===== src/rtl/vga_scan_ctrl.sv =====
// vga_scan_ctrl: VGA raster timing, per-pixel layer requests, priority compositor and crash detect.
// Latency: counters -> req_*_o 1 cycle; counters -> VGA pins and crash flags LAYER_LAT+2 cycles.
// Backpressure: none; free-running pixel pipeline, layers must answer exactly LAYER_LAT cycles after a request.
//
// Optional build macro VGA_BORDER_EN: when defined, the outermost ring of active pixels is forced
// to all-ones colour, overriding every layer (crash flags unaffected).
//
// Ports:
//   clk_vga, rst           pixel clock; asynchronous active-low reset
//   en_i                   game running; low shows background only and masks crash flags
//   bg/enemy/me/bullet     layer colour and alpha returned LAYER_LAT cycles after each request
//   req_x/y_addr_o         requested pixel, held at the last active value during blanking
//   req_valid_o            request lies in the active area
//   v_sync_o               one-cycle frame tick at start of vertical blank
//   vga_hs_o/vs_o/rgb_o    VGA pins (syncs active low, rgb 0 in blanking)
//   crash_*_o              per-pixel opaque overlap flags, aligned with rgb

`ifndef COLOR_RGB_DEPTH
`define COLOR_RGB_DEPTH 12
`endif
`ifndef H_DISP_LEN
`define H_DISP_LEN 10
`endif
`ifndef V_DISP_LEN
`define V_DISP_LEN 9
`endif

module vga_scan_ctrl #(
   parameter int H_DISP    = 640,
   parameter int H_FRONT   = 16,
   parameter int H_SYNC    = 96,
   parameter int H_BACK    = 48,
   parameter int V_DISP    = 480,
   parameter int V_FRONT   = 10,
   parameter int V_SYNC    = 2,
   parameter int V_BACK    = 33,
   parameter int LAYER_LAT = 1
) (
   input  logic                        clk_vga,
   input  logic                        rst,
   input  logic                        en_i,
   input  logic [`COLOR_RGB_DEPTH-1:0] bg_rgb_i,
   input  logic                        enemy_alpha_i,
   input  logic [`COLOR_RGB_DEPTH-1:0] enemy_rgb_i,
   input  logic                        me_alpha_i,
   input  logic [`COLOR_RGB_DEPTH-1:0] me_rgb_i,
   input  logic                        bullet_alpha_i,
   input  logic [`COLOR_RGB_DEPTH-1:0] bullet_rgb_i,
   output logic [`H_DISP_LEN-1:0]      req_x_addr_o,
   output logic [`V_DISP_LEN-1:0]      req_y_addr_o,
   output logic                        req_valid_o,
   output logic                        v_sync_o,
   output logic                        vga_hs_o,
   output logic                        vga_vs_o,
   output logic [`COLOR_RGB_DEPTH-1:0] vga_rgb_o,
   output logic                        crash_enemy_bullet_o,
   output logic                        crash_me_enemy_o
);

   localparam int H_TOTAL = H_DISP + H_FRONT + H_SYNC + H_BACK;
   localparam int V_TOTAL = V_DISP + V_FRONT + V_SYNC + V_BACK;
   localparam int HW      = $clog2(H_TOTAL);
   localparam int VW      = $clog2(V_TOTAL);
   localparam int XW      = `H_DISP_LEN;
   localparam int YW      = `V_DISP_LEN;
   localparam int CW      = `COLOR_RGB_DEPTH;

   localparam logic [HW-1:0] H_LAST = HW'(H_TOTAL - 1);
   localparam logic [HW-1:0] H_ACT  = HW'(H_DISP);
   localparam logic [HW-1:0] HS_BEG = HW'(H_DISP + H_FRONT);
   localparam logic [HW-1:0] HS_END = HW'(H_DISP + H_FRONT + H_SYNC);
   localparam logic [VW-1:0] V_LAST = VW'(V_TOTAL - 1);
   localparam logic [VW-1:0] V_ACT  = VW'(V_DISP);
   localparam logic [VW-1:0] VS_BEG = VW'(V_DISP + V_FRONT);
   localparam logic [VW-1:0] VS_END = VW'(V_DISP + V_FRONT + V_SYNC);
`ifdef VGA_BORDER_EN
   localparam logic [HW-1:0] H_EDGE = HW'(H_DISP - 1);
   localparam logic [VW-1:0] V_EDGE = VW'(V_DISP - 1);
`endif

   // Per-pixel control that travels alongside the layer round trip.
   typedef struct packed {
      logic vld;
      logic hs;
      logic vs;
`ifdef VGA_BORDER_EN
      logic edge_px;
`endif
   } align_t;

   // Idle value: syncs inactive (high), nothing valid.
   function automatic align_t idle_align();
      align_t a;
      a    = '0;
      a.hs = 1'b1;
      a.vs = 1'b1;
      return a;
   endfunction

   logic [HW-1:0] h_cnt;
   logic [VW-1:0] v_cnt;
   logic          act_c;
   align_t        s0_nxt;
   align_t        s0;
   align_t        pipe [LAYER_LAT];
   align_t        al;

   logic [CW-1:0] rgb_nxt;
   logic          ceb_nxt;
   logic          cme_nxt;

   // Raster counters.
   always_ff @(posedge clk_vga or negedge rst) begin
      if (!rst) begin
         h_cnt <= '0;
         v_cnt <= '0;
      end else if (h_cnt == H_LAST) begin
         h_cnt <= '0;
         v_cnt <= (v_cnt == V_LAST) ? '0 : v_cnt + 1'b1;
      end else begin
         h_cnt <= h_cnt + 1'b1;
      end
   end

   assign act_c = (h_cnt < H_ACT) && (v_cnt < V_ACT);

   always_comb begin
      s0_nxt     = idle_align();
      s0_nxt.vld = act_c;
      s0_nxt.hs  = !((h_cnt >= HS_BEG) && (h_cnt < HS_END));
      s0_nxt.vs  = !((v_cnt >= VS_BEG) && (v_cnt < VS_END));
`ifdef VGA_BORDER_EN
      s0_nxt.edge_px = (h_cnt == '0) || (h_cnt == H_EDGE) || (v_cnt == '0) || (v_cnt == V_EDGE);
`endif
   end

   // Stage 0: request to the layers plus the frame tick.
   always_ff @(posedge clk_vga or negedge rst) begin
      if (!rst) begin
         s0           <= idle_align();
         req_x_addr_o <= '0;
         req_y_addr_o <= '0;
         v_sync_o     <= 1'b0;
      end else begin
         s0       <= s0_nxt;
         v_sync_o <= (h_cnt == '0) && (v_cnt == V_ACT);
         // Address holds through blanking so layers see a stable last pixel.
         if (act_c) begin
            req_x_addr_o <= XW'(h_cnt);
            req_y_addr_o <= YW'(v_cnt);
         end
      end
   end

   assign req_valid_o = s0.vld;

   // Delay line matching the layer round trip; pipe[LAYER_LAT-1] lines up with layer data.
   always_ff @(posedge clk_vga or negedge rst) begin
      if (!rst) begin
         for (int i = 0; i < LAYER_LAT; i++) pipe[i] <= idle_align();
      end else begin
         pipe[0] <= s0;
         for (int i = 1; i < LAYER_LAT; i++) pipe[i] <= pipe[i-1];
      end
   end

   assign al = pipe[LAYER_LAT-1];

   // Compositor: me > bullet > enemy > background; blanking forces black and no crashes.
   always_comb begin
      rgb_nxt = '0;
      ceb_nxt = 1'b0;
      cme_nxt = 1'b0;
      if (al.vld) begin
         if (!en_i)               rgb_nxt = bg_rgb_i;
         else if (me_alpha_i)     rgb_nxt = me_rgb_i;
         else if (bullet_alpha_i) rgb_nxt = bullet_rgb_i;
         else if (enemy_alpha_i)  rgb_nxt = enemy_rgb_i;
         else                     rgb_nxt = bg_rgb_i;
         ceb_nxt = en_i & enemy_alpha_i & bullet_alpha_i;
         cme_nxt = en_i & me_alpha_i & enemy_alpha_i;
`ifdef VGA_BORDER_EN
         if (al.edge_px) rgb_nxt = '1;
`endif
      end
   end

   always_ff @(posedge clk_vga or negedge rst) begin
      if (!rst) begin
         vga_hs_o             <= 1'b1;
         vga_vs_o             <= 1'b1;
         vga_rgb_o            <= '0;
         crash_enemy_bullet_o <= 1'b0;
         crash_me_enemy_o     <= 1'b0;
      end else begin
         vga_hs_o             <= al.hs;
         vga_vs_o             <= al.vs;
         vga_rgb_o            <= rgb_nxt;
         crash_enemy_bullet_o <= ceb_nxt;
         crash_me_enemy_o     <= cme_nxt;
      end
   end

endmodule


===== config.mk =====
export PLATFORM = sky130hd
export DESIGN_NAME = vga_scan_ctrl
export DESIGN_NICKNAME = d
export VERILOG_FILES = /design/src/rtl/vga_scan_ctrl.sv
export SDC_FILE = /design/constraint.sdc
export NUM_CORES = 1
export LEC_CHECK = 0
export ABC_CLOCK_PERIOD_IN_PS = 1900
export CAP_MARGIN = 40
export CORE_ASPECT_RATIO = 1.25
export CORE_MARGIN = 8
export CORE_UTILIZATION = 56
export CTS_CLUSTER_DIAMETER = 60
export DETAILED_ROUTE_END_ITERATION = 8
export DONT_BUFFER_PORTS = 1
export PLACE_DENSITY = 0.75
export SLEW_MARGIN = 10
export SYNTH_ARGS = -nofsm -noshare
export SYNTH_HDL_FRONTEND = slang
export SYNTH_SLANG_ARGS = --single-unit

===== constraint.sdc =====
create_clock -name clk_vga -period 1.9 [get_ports clk_vga]
set_clock_uncertainty 0.15 [all_clocks]
set_input_delay 0.38 -clock clk_vga [delete_from_list [all_inputs] [get_ports clk_vga]]
set_output_delay 0.38 -clock clk_vga [all_outputs]
set_load 0.03 [all_outputs]

==> summary.txt <==
Outcome
  – Run status: complete, but fails checks
  – Violated checks: hold timing

STA
  – Final setup violation count: 0
  – Minimum clock period after layout: about 1.9 ns
  – RSZ-0062 raised after global routing: yes
  – Worst Hold Slack: -0.411 ns
  – Final Hold Viols: 62
  – Slew headroom: 0.656
  – Fmax: 539 MHz
  – Final period util: 0.977
  – Worst Max-Slew Pin Slew: a little over 0.5 ns
  – Slew Limit Fails: 0

CTS
  – CTS root buffer: clkbuf_8
  – H-Tree Depth: 3
  – Clock slew at reported path FFs: 0.07 ns
  – Post-CTS Hold Buffers: 1
  – Clock tree buffer depth: 2
  – CTS tree: built
  – TritonCTS Sinks: 62
  – TritonCTS Buffers: 9
  – Skew-Pair Late Insertion Delay: 0.33 ns

Floorplan
  – Initial core utilization: 0.573
  – Vert. Die Dim: 96.3 µm
  – Site Rows: 29
  – Die area: between 0.007 and 0.008 mm²
  – Core area: just over 0.005 mm²
  – I/O Pins: just over 90
  – Die Span X: around 80 µm

Detailed routing
  – Post-Route WL: slightly below 7000 µm
  – 1st-iter DRT viols: 65
  – Pre-Repair DR Iteration Count: 6
  – Post-DRT Antenna Nets: 0
  – Post-route DRC: 0
  – Vias: 2053
  – WL per Instance: slightly below 20 µm
  – Via/cell ratio: 5.90

Pwr
  – Sequential Power Share: 0.573
  – Internal Power: around 1.9 mW
  – Sw power: between 500 and 600 µW
  – Gate power share: 0.032
  – Pwr dens: roughly 750 mW/mm²
  – Clock power frac: 0.396
  – Switching Share: 0.232
  – Pwr Total: ~2.5 mW
  – Leakage: 1.54 nW
  – Peak supply drop: 0.599 mV

Cells and area
  – Most frequent cells in the layout: dfrtp_1, o21ai_0, buf_4
  – Most common cell after layout, fill and taps aside: dfrtp_1
  – Area grow syn2layout: 14.4%
  – Inserted Diodes: 0
  – Fill cells: 415
  – Core Util, Final: 0.656
  – Non-Filler Instances: around 350
  – Final net count: between 300 and 400
  – Share of layout cells above drive strength 1: 0.252

Synth
  – FF+latch count, synth: between 60 and 70
  – Synthesized area per cell: roughly 11 µm²
  – Syn_nets: 318
  – Post-Syn Area: between 0.002 and 0.003 mm²
  – Post-synthesis sequential area ratio: 0.539
  – Syn Inst Count: 260
  – Synth Warn #: 0
  – Distinct cell type count after synthesis: 37

Worst setup path
  – CP max FO: 3
  – CP endpoint kind: flip-flop
  – Critical-path cell list: ha_2 > nand4_1 > or4_4 > buf_4 > o21ai_1 > a21oi_2
  – CP peak stage delay: between 0.5 and 0.6 ns
  – WS Path Type: reg2reg
  – WP data required: between 1.5 and 2 ns
  – Critical Path AT: approximately 1.9 ns
  – CP Launch Type: flip-flop
  – Crit path max-delay cell type: or4_4

Global routing
  – Vias in the first global route: around 2100
  – All-Layer GR Usage: 0.179
  – First-pass GRT wire length: between 10000 and 15000 µm
  – Grt ovf: 0
  – Initial antenna violation count: 0
  – Largest net degree at the start of global routing: 63

Job
  – Maxcap violations: 0

Placement
  – Dpl cells: approximately 330
  – Routability Congestion: 0.861
  – Detailed placer's ending HPWL: 5020 µm
  – Port buffer count: 0

Min path
  – HP Class: in2async
cells by family after synthesis:
| logic type | share of synthesized area |
|---|---|
| AOI/OAI and AO/OA | 0.0857 |
| xor gates and xnor gates | 0.0394 |
| adders and majority gates | 0.0173 |
| buffers and inverters | 0.0337 |
| DFF | 0.539 |
| muxes | 0.153 |
| and+or+nand+nor | 0.132 |
metrics by stage:
step           TNS (ns)  hold slack (ns)  area (µm²)  setup WS, ns
2_1_floorplan         0          -0.0656        2900       0.00290
3_3_place_gp          0          -0.0639        3080        0.0823
3_5_place_dp          0          -0.0637        3080       0.00278
4_1_cts               0           -0.421        3270        0.0253
5_1_grt         -0.0568           -0.425        3310       -0.0158
6_report              0           -0.411        3310        0.0444
Yosys cell counts:
| master | n | area, µm² |
|---|---|---|
| o21a_1 | 1 | 7.51 |
| ha_1 | 4 | 50.1 |
| or2_1 | 1 | 6.26 |
| nor3_2 | 1 | 10.0 |
| nor4b_1 | 1 | 8.76 |
| dfstp_2 | 6 | 158 |
| dfrtp_1 | 56 | 1400 |
| buf_1 | 4 | 15.0 |
| nand4_1 | 6 | 37.5 |
| a21o_1 | 1 | 7.51 |
| buf_6 | 1 | 11.3 |
| o21ai_1 | 1 | 5.00 |
| o22a_1 | 2 | 17.5 |
| xnor2_1 | 9 | 78.8 |
| nand2b_1 | 1 | 6.26 |
| mux2i_1 | 25 | 250 |
| nor3b_1 | 1 | 7.51 |
| nor3_1 | 3 | 15.0 |
| and4_1 | 3 | 26.3 |
| and3_1 | 3 | 18.8 |
| nor2b_1 | 2 | 12.5 |
| nor2_1 | 10 | 37.5 |
| inv_1 | 6 | 22.5 |
| mux2_2 | 17 | 191 |
| a21oi_1 | 14 | 70.1 |
| or3_1 | 2 | 12.5 |
| nand3_1 | 11 | 55.1 |
| nor4bb_1 | 1 | 10.0 |
| o21ai_0 | 28 | 140 |
| nor4_1 | 5 | 31.3 |
| buf_2 | 2 | 10.0 |
| clkbuf_2 | 1 | 5.00 |
| clkbuf_1 | 9 | 33.8 |
| nand2_1 | 16 | 60.1 |
| nand4b_2 | 1 | 15.0 |
| xor2_1 | 4 | 35.0 |
| or4_4 | 1 | 11.3 |
final timing paths:
check                      startpoint          endpoint  slack, ns  cells past startpoint
setup / recovery             h_cnt[0]          v_cnt[9]       0.04                      6
hold / removal                    rst      vga_rgb_o[2]      -0.41                      0
setup reg to reg             h_cnt[0]          v_cnt[9]       0.04                      6
hold reg to reg                 s0[1]             al[1]       0.20                      0
max in group asynchronous         rst             s0[1]       1.81                      0
min in group clk_vga       me_alpha_i  crash_me_enemy_o       0.08                      1
metal layers:
metal	vias to the layer above	share of wire	GRT usage
met2	76	0.54	0.330
li1	963	-	-
met3	8	0.10	0.0654
met4	0	0.014	0.0745
met5	-	0	0
met1	1006	0.35	0.175
flip-flops by register name, summed over array words and instances, names as in the netlist, 2 cells and up:
| signal | cells |
|---|---|
| al | 3 |
| h_cnt | 10 |
| req_x_addr_o | 10 |
| req_y_addr_o | 9 |
| s0 | 2 |
| v_cnt | 10 |
| vga_rgb_o | 12 |
power by group through the flow:
stage	logic (mW)	registers, mW	clock network [mW]
6_report	0.0778	1.41	0.976
5_1_grt	0.0884	1.41	1.05
4_1_cts	0.0783	1.41	1.00
3_5_place_dp	0.0728	1.44	0
3_3_place_gp	0.0678	1.43	0
2_1_floorplan	0.0844	1.43	0
worst max-delay path, delay by kind of cell, from the launching register on:
kind | cells | cell delay [ns]
AOI/OAI and AO/OA | 2 | 0.26
adders and majority gates | 1 | 0.20
buffers and inverters | 1 | 0.17
DFF | 1 | 0.37
and+or+nand+nor | 2 | 0.61
final cells by class:
| class | instances | area [µm²] | share of cell area |
|---|---|---|---|
| clock buffers | 12 | 145 | 0.0439 |
| clock inverters | 4 | 22.5 | 0.00681 |
| well taps | 62 | 77.6 | 0.0235 |
| flip-flops and latches | 62 | 1560 | 0.471 |
| repair buffers | 27 | 205 | 0.0621 |
| inverters | 6 | 22.5 | 0.00681 |
| multi-input cells | 175 | 1270 | 0.386 |
repair_timing:
item                                   in CTS  in global routing
pin swaps                                   1                  4
endpoints found under the hold margin      74                 62
setup buffers                               1                  2
gates resized for setup                     0                  5
setup endpoints to repair                   1                 10
No activity file was read; power rests on OpenSTA's default activity.
